[src/rtl/stream_arb_pkg.sv]
// Shared definitions for the round-robin stream arbiter.
// Provides the requester ceiling, the grant index type and the
// round-robin first-set scan used by the pick logic.
package stream_arb_pkg;

  localparam int NREQ_MAX = 16;
  localparam int GIDW     = $clog2(NREQ_MAX);

  typedef logic [GIDW-1:0] grant_idx_t;

  typedef struct packed {
    logic       found;
    grant_idx_t idx;
  } rr_res_t;

  // First set bit at or above ptr; if none, first set bit from 0 (wrap).
  function automatic rr_res_t rr_first(input logic [NREQ_MAX-1:0] valid,
                                       input grant_idx_t          ptr);
    rr_res_t               res;
    logic [NREQ_MAX-1:0]   masked;
    res.found = 1'b0;
    res.idx   = {GIDW{1'b0}};
    for (int i = 0; i < NREQ_MAX; i++) begin
      masked[i] = valid[i] & (i >= int'(ptr));
    end
    // Descending scan so the lowest eligible index wins.
    for (int i = NREQ_MAX - 1; i >= 0; i--) begin
      if (masked[i]) begin
        res.found = 1'b1;
        res.idx   = grant_idx_t'(i);
      end
    end
    if (!res.found) begin
      for (int i = NREQ_MAX - 1; i >= 0; i--) begin
        if (valid[i]) begin
          res.found = 1'b1;
          res.idx   = grant_idx_t'(i);
        end
      end
    end
    return res;
  endfunction

endpackage

[src/rtl/stream_rr_arbiter_rr_pick.sv]
// Combinational round-robin select: masked scan from ptr, then unmasked
// scan from 0 so the search wraps around the requester ring.
module rr_pick
  import stream_arb_pkg::*;
#(
  parameter int NREQ = 4,
  parameter int IDW  = $clog2(NREQ)
) (
  input  logic [NREQ-1:0] valid,
  input  logic [IDW-1:0]  ptr,
  output logic            found,
  output logic [IDW-1:0]  idx
);

  logic [NREQ_MAX-1:0] valid_ext_s;
  grant_idx_t          ptr_ext_s;
  rr_res_t             res_s;

  // Widen the request vector to the package ceiling and run the scan.
  always_comb begin
    valid_ext_s             = {NREQ_MAX{1'b0}};
    valid_ext_s[NREQ-1:0]   = valid;
    ptr_ext_s               = grant_idx_t'(ptr);
    res_s                   = rr_first(valid_ext_s, ptr_ext_s);
  end

  assign found = res_s.found;
  assign idx   = IDW'(res_s.idx);

endmodule

[src/rtl/stream_rr_arbiter.sv]
// Round-robin arbiter sharing one registered valid/ready output slot
// among NREQ requesters. Optional packet locking (keep the grant until
// i_last) is built when ARB_PKT_LOCK_EN is defined.
module stream_rr_arbiter
  import stream_arb_pkg::*;
#(
  parameter int DWIDTH = 8,
  parameter int NREQ   = 4,
  parameter int IDW    = $clog2(NREQ)
) (
  input  logic                   clk,
  input  logic                   rstn,
  input  logic [NREQ*DWIDTH-1:0] i_data,
  input  logic [NREQ-1:0]        i_valid,
  input  logic [NREQ-1:0]        i_last,
  output logic [NREQ-1:0]        o_ready,
  output logic [DWIDTH-1:0]      o_data,
  output logic                   o_valid,
  output logic [IDW-1:0]         o_grant_id,
  input  logic                   i_ready
);

  logic              en_r;
  logic [IDW-1:0]    rr_ptr_r;
  logic              slot_free_s;
  logic              found_s;
  logic              xfer_s;
  logic [IDW-1:0]    pick_s;
  logic [IDW-1:0]    scan_ptr_s;
  logic [IDW-1:0]    nxt_ptr_s;
  logic [NREQ-1:0]   scan_valid_s;
  logic [NREQ-1:0]   ready_s;
  logic [DWIDTH-1:0] sel_data_s;

`ifdef ARB_PKT_LOCK_EN
  logic              lock_r;
  logic [IDW-1:0]    lock_id_r;
  logic              sel_last_s;

  // While a packet is open only the locked requester is eligible.
  always_comb begin
    if (lock_r) begin
      scan_valid_s = i_valid & (NREQ'(1'b1) << lock_id_r);
      scan_ptr_s   = lock_id_r;
    end else begin
      scan_valid_s = i_valid;
      scan_ptr_s   = rr_ptr_r;
    end
  end

  assign sel_last_s = |(ready_s & i_last);
`else
  logic unused_last_s;

  assign scan_valid_s  = i_valid;
  assign scan_ptr_s    = rr_ptr_r;
  assign unused_last_s = ^i_last;
`endif

  rr_pick #(
    .NREQ (NREQ),
    .IDW  (IDW)
  ) u_pick (
    .valid (scan_valid_s),
    .ptr   (scan_ptr_s),
    .found (found_s),
    .idx   (pick_s)
  );

  assign slot_free_s = ~o_valid | i_ready;

  // One-hot ready to the picked requester and the matching data mux.
  always_comb begin
    ready_s    = {NREQ{1'b0}};
    sel_data_s = {DWIDTH{1'b0}};
    for (int k = 0; k < NREQ; k++) begin
      ready_s[k] = en_r & slot_free_s & found_s & (pick_s == IDW'(k)) & i_valid[k];
      if (pick_s == IDW'(k)) begin
        sel_data_s = i_data[k*DWIDTH +: DWIDTH];
      end else begin
        sel_data_s = sel_data_s;
      end
    end
  end

  assign o_ready = ready_s;
  assign xfer_s  = |ready_s;

  // Round-robin pointer moves to the requester after the winner, wrapping.
  always_comb begin
    if (pick_s == IDW'(NREQ - 1)) begin
      nxt_ptr_s = {IDW{1'b0}};
    end else begin
      nxt_ptr_s = pick_s + IDW'(1);
    end
  end

  // Arbitration enable rises on the first edge after reset release.
  always_ff @(posedge clk or negedge rstn) begin
    if (!rstn) begin
      en_r <= 1'b0;
    end else begin
      en_r <= 1'b1;
    end
  end

  // Output slot: load on transfer, clear on drain, hold under backpressure.
  always_ff @(posedge clk or negedge rstn) begin
    if (!rstn) begin
      o_valid    <= 1'b0;
      o_data     <= {DWIDTH{1'b0}};
      o_grant_id <= {IDW{1'b0}};
    end else if (xfer_s) begin
      o_valid    <= 1'b1;
      o_data     <= sel_data_s;
      o_grant_id <= pick_s;
    end else if (o_valid && i_ready) begin
      o_valid    <= 1'b0;
    end else begin
      o_valid    <= o_valid;
    end
  end

`ifdef ARB_PKT_LOCK_EN
  // Packet mode: lock on a non-last beat, release and advance on the last.
  always_ff @(posedge clk or negedge rstn) begin
    if (!rstn) begin
      rr_ptr_r  <= {IDW{1'b0}};
      lock_r    <= 1'b0;
      lock_id_r <= {IDW{1'b0}};
    end else if (xfer_s) begin
      if (sel_last_s) begin
        lock_r   <= 1'b0;
        rr_ptr_r <= nxt_ptr_s;
      end else begin
        lock_r    <= 1'b1;
        lock_id_r <= pick_s;
      end
    end else begin
      lock_r <= lock_r;
    end
  end
`else
  // Beat mode: every transfer advances the round-robin pointer.
  always_ff @(posedge clk or negedge rstn) begin
    if (!rstn) begin
      rr_ptr_r <= {IDW{1'b0}};
    end else if (xfer_s) begin
      rr_ptr_r <= nxt_ptr_s;
    end else begin
      rr_ptr_r <= rr_ptr_r;
    end
  end
`endif

endmodule
[config.mk]
export PLATFORM = sky130hd
export DESIGN_NAME = stream_rr_arbiter
export DESIGN_NICKNAME = d
export VERILOG_FILES = /design/src/rtl/stream_arb_pkg.sv /design/src/rtl/stream_rr_arbiter_rr_pick.sv /design/src/rtl/stream_rr_arbiter.sv
export SDC_FILE = /design/constraint.sdc
export NUM_CORES = 1
export LEC_CHECK = 0
export CAP_MARGIN = 20
export CORE_MARGIN = 3
export CORE_UTILIZATION = 39
export DETAILED_ROUTE_END_ITERATION = 10
export GPL_TIMING_DRIVEN = 1
export MAX_ROUTING_LAYER = met4
export PLACE_DENSITY = 0.91
export SYNTH_ARGS = -nofsm -noshare
export SYNTH_HDL_FRONTEND = slang
export SYNTH_SLANG_ARGS = --single-unit
[constraint.sdc]
create_clock -name clk -period 6.33 [get_ports clk]
set_input_delay 0.9495 -clock clk [delete_from_list [all_inputs] [get_ports clk]]
set_output_delay 0.9495 -clock clk [all_outputs]
set_load 0.01 [all_outputs]
# Yosys cells after proc, flatten, opt, wreduce, memory -nomap -nowiden
# Index checks and enable logic that the tools add are counted.
[totals]
ff_bits = 14
input_bits = 43
output_inout_bits = 15
word_cells = 47
[op_classes]
n_addsub = 1
n_lt_le_gt_ge = 3
n_eq_ne = 3
muxes = 16
bitwise_logic = 15
reduce_logical = 4
[op_table]
columns = ["op", "n"]
rows = [
  ["2-to-1 mux 5 bit", 9],
  ["2-to-1 mux 8 bit", 4],
  ["bitwise AND 1 bit", 13],
  ["== test 2 bit, second input constant", 2],
  [">= comparator 1 x 2 -> 1 bit, first input constant", 2],
  ["OR reduction 4 bit", 1],
  ["adder 2 x 1 -> 2 bit, second input constant", 1],
  ["== test 2 x 1 -> 1 bit, second input constant", 1],
  [">= comparator 2 bit, first input constant", 1],
  ["logical NOT 2 bit", 1],
  ["2-to-1 mux 1 bit", 2],
  ["2-to-1 mux 2 bit", 1],
  ["nonzero test 2 bit", 1],
  ["logical AND 1 bit", 1],
  ["inverter 1 bit", 1],
  ["OR 1 bit", 1],
]

# Longest topological paths before layout
[depth]
depth_word = 15
ltp_mapped = 11
mapped_depth_nobuf = 9

# Hierarchy
# From an unflattened synthesis, not the netlist that was laid out.
[hier_totals]
hier_cells = 95
area_unflattened_um2 = 900.9
[modules_own_cells]
columns = ["module", "n_inst", "cells_per_inst", "area_each_um2", "seq_area_each_um2"]
rows = [
  ["stream_rr_arbiter", 1, 83, 828.3, 350.3],
  ["rr_pick", 1, 12, 72.6, 0.0],
]

# Worst setup path after synthesis
# OpenSTA, ideal clock, no wires.
[synth_timing]
kind = "input to output"
from = "in i_valid[2]"
to = "out o_ready[1]"
t_arrival_ps = 2142
required_ps = 5380
setup_slack_ps = 3238
stages = 7
n_path_buf = 1
cell_sequence = "mux2i_1 -> nor2_1 -> nor3_1 -> ha_1 -> buf_2 -> nand2_1 -> nor2_1"
[synth_via]
elab_chain_cells = 12
word_cells_on_any_way = 13
cone_classes = "eq/ne: 1; mux: 8; bitwise: 4"
[synth_lines]
columns = ["element", "line", "rtl"]
rows = [
  ["start: declaration", "stream_rr_arbiter.sv:14", "input logic [NREQ-1:0] i_valid,"],
  ["bitwise AND 1 bit", "stream_arb_pkg.sv:24", "masked[i] = valid[i] & (i >= int'(ptr));"],
  ["2-to-1 mux 5 bit (3 in a row)", "stream_arb_pkg.sv:28", "if (masked[i]) begin"],
  ["2-to-1 mux 5 bit (4 in a row)", "stream_arb_pkg.sv:35", "if (valid[i]) begin"],
  ["2-to-1 mux 5 bit *", "stream_arb_pkg.sv:33", "if (!res.found) begin"],
  ["net pick_s[0]", "stream_rr_arbiter.sv:28", "logic [IDW-1:0] pick_s;"],
  ["== test 2 x 1 -> 1 bit *", "stream_rr_arbiter.sv:77", "ready_s[k] = en_r & slot_free_s & found_s & (pick_s == IDW'(k)) & i_valid[k];"],
  ["bitwise AND 1 bit * (2 in a row)", "stream_rr_arbiter.sv:77", ""],
  ["end: declaration", "stream_rr_arbiter.sv:16", "output logic [NREQ-1:0] o_ready,"],
]
# The timed path passes the listed nets; every way through them passes the cells marked *.

# Worst setup path after layout
[layout_timing]
from = "in i_valid[2]"
to = "out o_ready[3]"
[layout_via]
elab_chain_cells = 12
word_cells_on_any_way = 13
cone_classes = "eq/ne: 1; mux: 8; bitwise: 4"
[layout_lines]
columns = ["element", "line"]
rows = [
  ["bitwise AND 1 bit", "stream_arb_pkg.sv:24"],
  ["2-to-1 mux 5 bit (3 in a row)", "stream_arb_pkg.sv:28"],
  ["2-to-1 mux 5 bit (4 in a row)", "stream_arb_pkg.sv:35"],
  ["2-to-1 mux 5 bit *", "stream_arb_pkg.sv:33"],
  ["net pick_s[0]", "stream_rr_arbiter.sv:28"],
  ["== test 2 bit *", "stream_rr_arbiter.sv:77"],
  ["bitwise AND 1 bit * (2 in a row)", "stream_rr_arbiter.sv:77"],
]
# Marks and branches as above.

==> flow_metrics.tcl <==
set metrics [dict create \
    final-hold-violation-count 0 \
    ys_async_sr_fraction 1.00 \
    multi_input_area_um2 549 \
    ir_drop_mv 0.201 \
    start_util 0.421 \
    ys_seq_area_frac 0.369 \
    htree_levels 1 \
    grt_antenna_before_repair 0 \
    firstDrtPassIters 4 \
    setup_tns_ns 0 \
    synth_seq_cells 14 \
    p_leak_nw 0.595 \
    drv_slew 0 \
    grt_pass1_vias 963 \
    start_kind "input port" \
    tightest_slew_ns 0.723 \
    required_ns 5.38 \
    seqCellArea_um2 350 \
    worstPathArrival_ns 3.71 \
    n_antenna_cell 0 \
    rsz0062_at_grt "false" \
    ctsHoldBuffers 0 \
    dp_hpwl_um 2290 \
    cts_resized 0 \
    reg2reg_depth 8 \
    fmax_mhz 214 \
    syn_inst 97 \
    clk_pin_slew_worst_paths_ns 0.07 \
    max_cap_violations 0 \
    crit_type "in -> out" \
    critical_path_peak_fanout 17 \
    final.setup_skew_ns 0.00393 \
    syn_area_um2 950 \
    synth_ff_type "dfrtp_1" \
    layout_common_cells "clkdlybuf4s50_1 (53), dfrtp_1 (14), nand2_1 (13)" \
    drc 0 \
    relSlewSlack 0.513 \
    gp_congestion 0.899 \
    die_w_um 55.3 \
    setup_viol 0 \
    synth_cell_types 25 \
    coreArea_um2 2250 \
    post_cts_buffers 0 \
    status "complete, no violations" \
    fp.dieH_um 55.3 \
    clock_latency_ns 0.27 \
    timing.final.crit_period_ns 4.66 \
    hold_path.class "reg -> reg" \
    yosysTopAreaCell "dfrtp_1" \
    dieArea_um2 3060 \
    cts_root_buf "clkbuf_4" \
    yosysTopAreaCellShare 0.369 \
    end_kind "output pin" \
    drive_above_1_share 0.109 \
    via_per_inst 5.23 \
    ys_warn_count 0 \
    grt_overflow_total 0 \
    cts_buffers 3 \
    syn_nets 144 \
    num_io_pins 58 \
    nets 196 \
    clock-sinks 14 \
    synth_area_per_cell_um2 9.79 \
    vias 916 \
    synth_edf_count 0 \
    wl_per_cell_um 15.7 \
    final_common_cell "clkdlybuf4s50_1" \
    tritoncts "done" \
    post-route-period-util 0.737 \
    placementRows 17 \
    area_growth_pct 58.2 \
    grt_pass1_wl_um 4600 \
    drt_iter0_drc 36 \
    grt_max_degree 18 \
    clk_path_buf_depth 2 \
    fin_hold_ws_ns 0.510 \
    synth_area_leaders "dfrtp_1 (37%), mux2_2 (13%), a221oi_1 (7.4%)" \
    ant_nets 0 \
    p_per_area_nw_per_um2 360 \
    grt_usage 0.190 \
    fillCellCount 186 \
    io_buffers 53 \
    whs_path_depth 1 \
    wl_um 2750 \
]
cells by family (layout without fill, tap and decap cells):
logic type | after synthesis | count (layout) | synth area share
simple gates | 32 | 32 | 0.167
fa+ha+maj | 4 | 4 | 0.0527
compound gates | 23 | 23 | 0.203
flops | 14 | 14 | 0.369
mux | 13 | 13 | 0.152
other cells | 1 | 1 | 0.00395
buf+inv | 10 | 60 | 0.0527
final cells by class:
type / instances / share of cell area
inverter: 4 / 0.00999
sequential: 14 / 0.233
timing repair buffer: 53 / 0.353
multi-input combinational: 73 / 0.366
tap: 28 / 0.0233
clock buffer: 3 / 0.0150
power breakdown:
group          internal [mW]  switching, mW  leakage [nW]
Clock                 0.0220         0.0240        0.0138
Sequential             0.130         0.0234         0.171
Combinational          0.185          0.157         0.410
Total                  0.337          0.204         0.595
worst paths after layout:
| check | slack (ns) | to | from |
|---|---|---|---|
| max | 1.67 | o_ready[3] | i_valid[2] |
| min | 0.51 | o_grant_id[1]$_DFFE_PN0P_ | o_grant_id[1]$_DFFE_PN0P_ |
| max reg2reg | 2.95 | o_data[6]$_DFFE_PN0P_ | rr_ptr_r[1]$_DFFE_PN0P_ |
| min reg2reg | 0.51 | o_grant_id[1]$_DFFE_PN0P_ | o_grant_id[1]$_DFFE_PN0P_ |
| max in group asynchronous | 4.89 | o_data[0]$_DFFE_PN0P_ | rstn |
| min in group asynchronous | 1.06 | o_data[5]$_DFFE_PN0P_ | rstn |
sequential cells by signal, summed over array words and instances (netlist names):
| register | count |
|---|---|
| o_valid | 1 |
| o_grant_id | 2 |
| o_data | 8 |
| rr_ptr_r | 2 |
| en_r | 1 |
metrics by stage:
stage	setup WS, ns	utilization	power [mW]	area (um^2)	instances
after global routing	1.51	0.666	0.581	1500	175
final	1.67	0.666	0.541	1500	175
after CTS	1.68	0.666	0.548	1500	175
after detailed placement	1.69	0.656	0.498	1480	172
after global placement	1.89	0.656	0.479	1480	172
after floorplan	3.24	-	0.358	950	97
layer usage:
layer  wire length, um  vias to the layer above  part of all wire  GRT usage
met3                60                        4             0.022     0.0234
li1                  -                      453                 -          -
met4                35                        0             0.013     0.0833
met1              1220                      438              0.44      0.222
met5                 0                        -                 0          -
met2              1440                       21              0.52      0.324
Yosys cell counts (all sizes together), types with 2 or more instances:
cell / number
dfrtp: 14
nand2: 13
mux2: 11
nor2b: 9
a221oi: 8
o31ai: 8
nor2: 5
ha: 4
inv: 4
a21oi: 3
buf: 3
clkbuf: 3
mux2i: 2
critical path: stages:
cell             delay, ns
clkdlybuf4s50_1       0.50
mux2i_1               0.21
nor2_1                0.06
nor3_1                0.51
ha_1                  0.61
nand2_1               0.15
nor2_1                0.14
clkdlybuf4s50_1       0.58
Note: power is estimated with default switching activity, not from simulation.
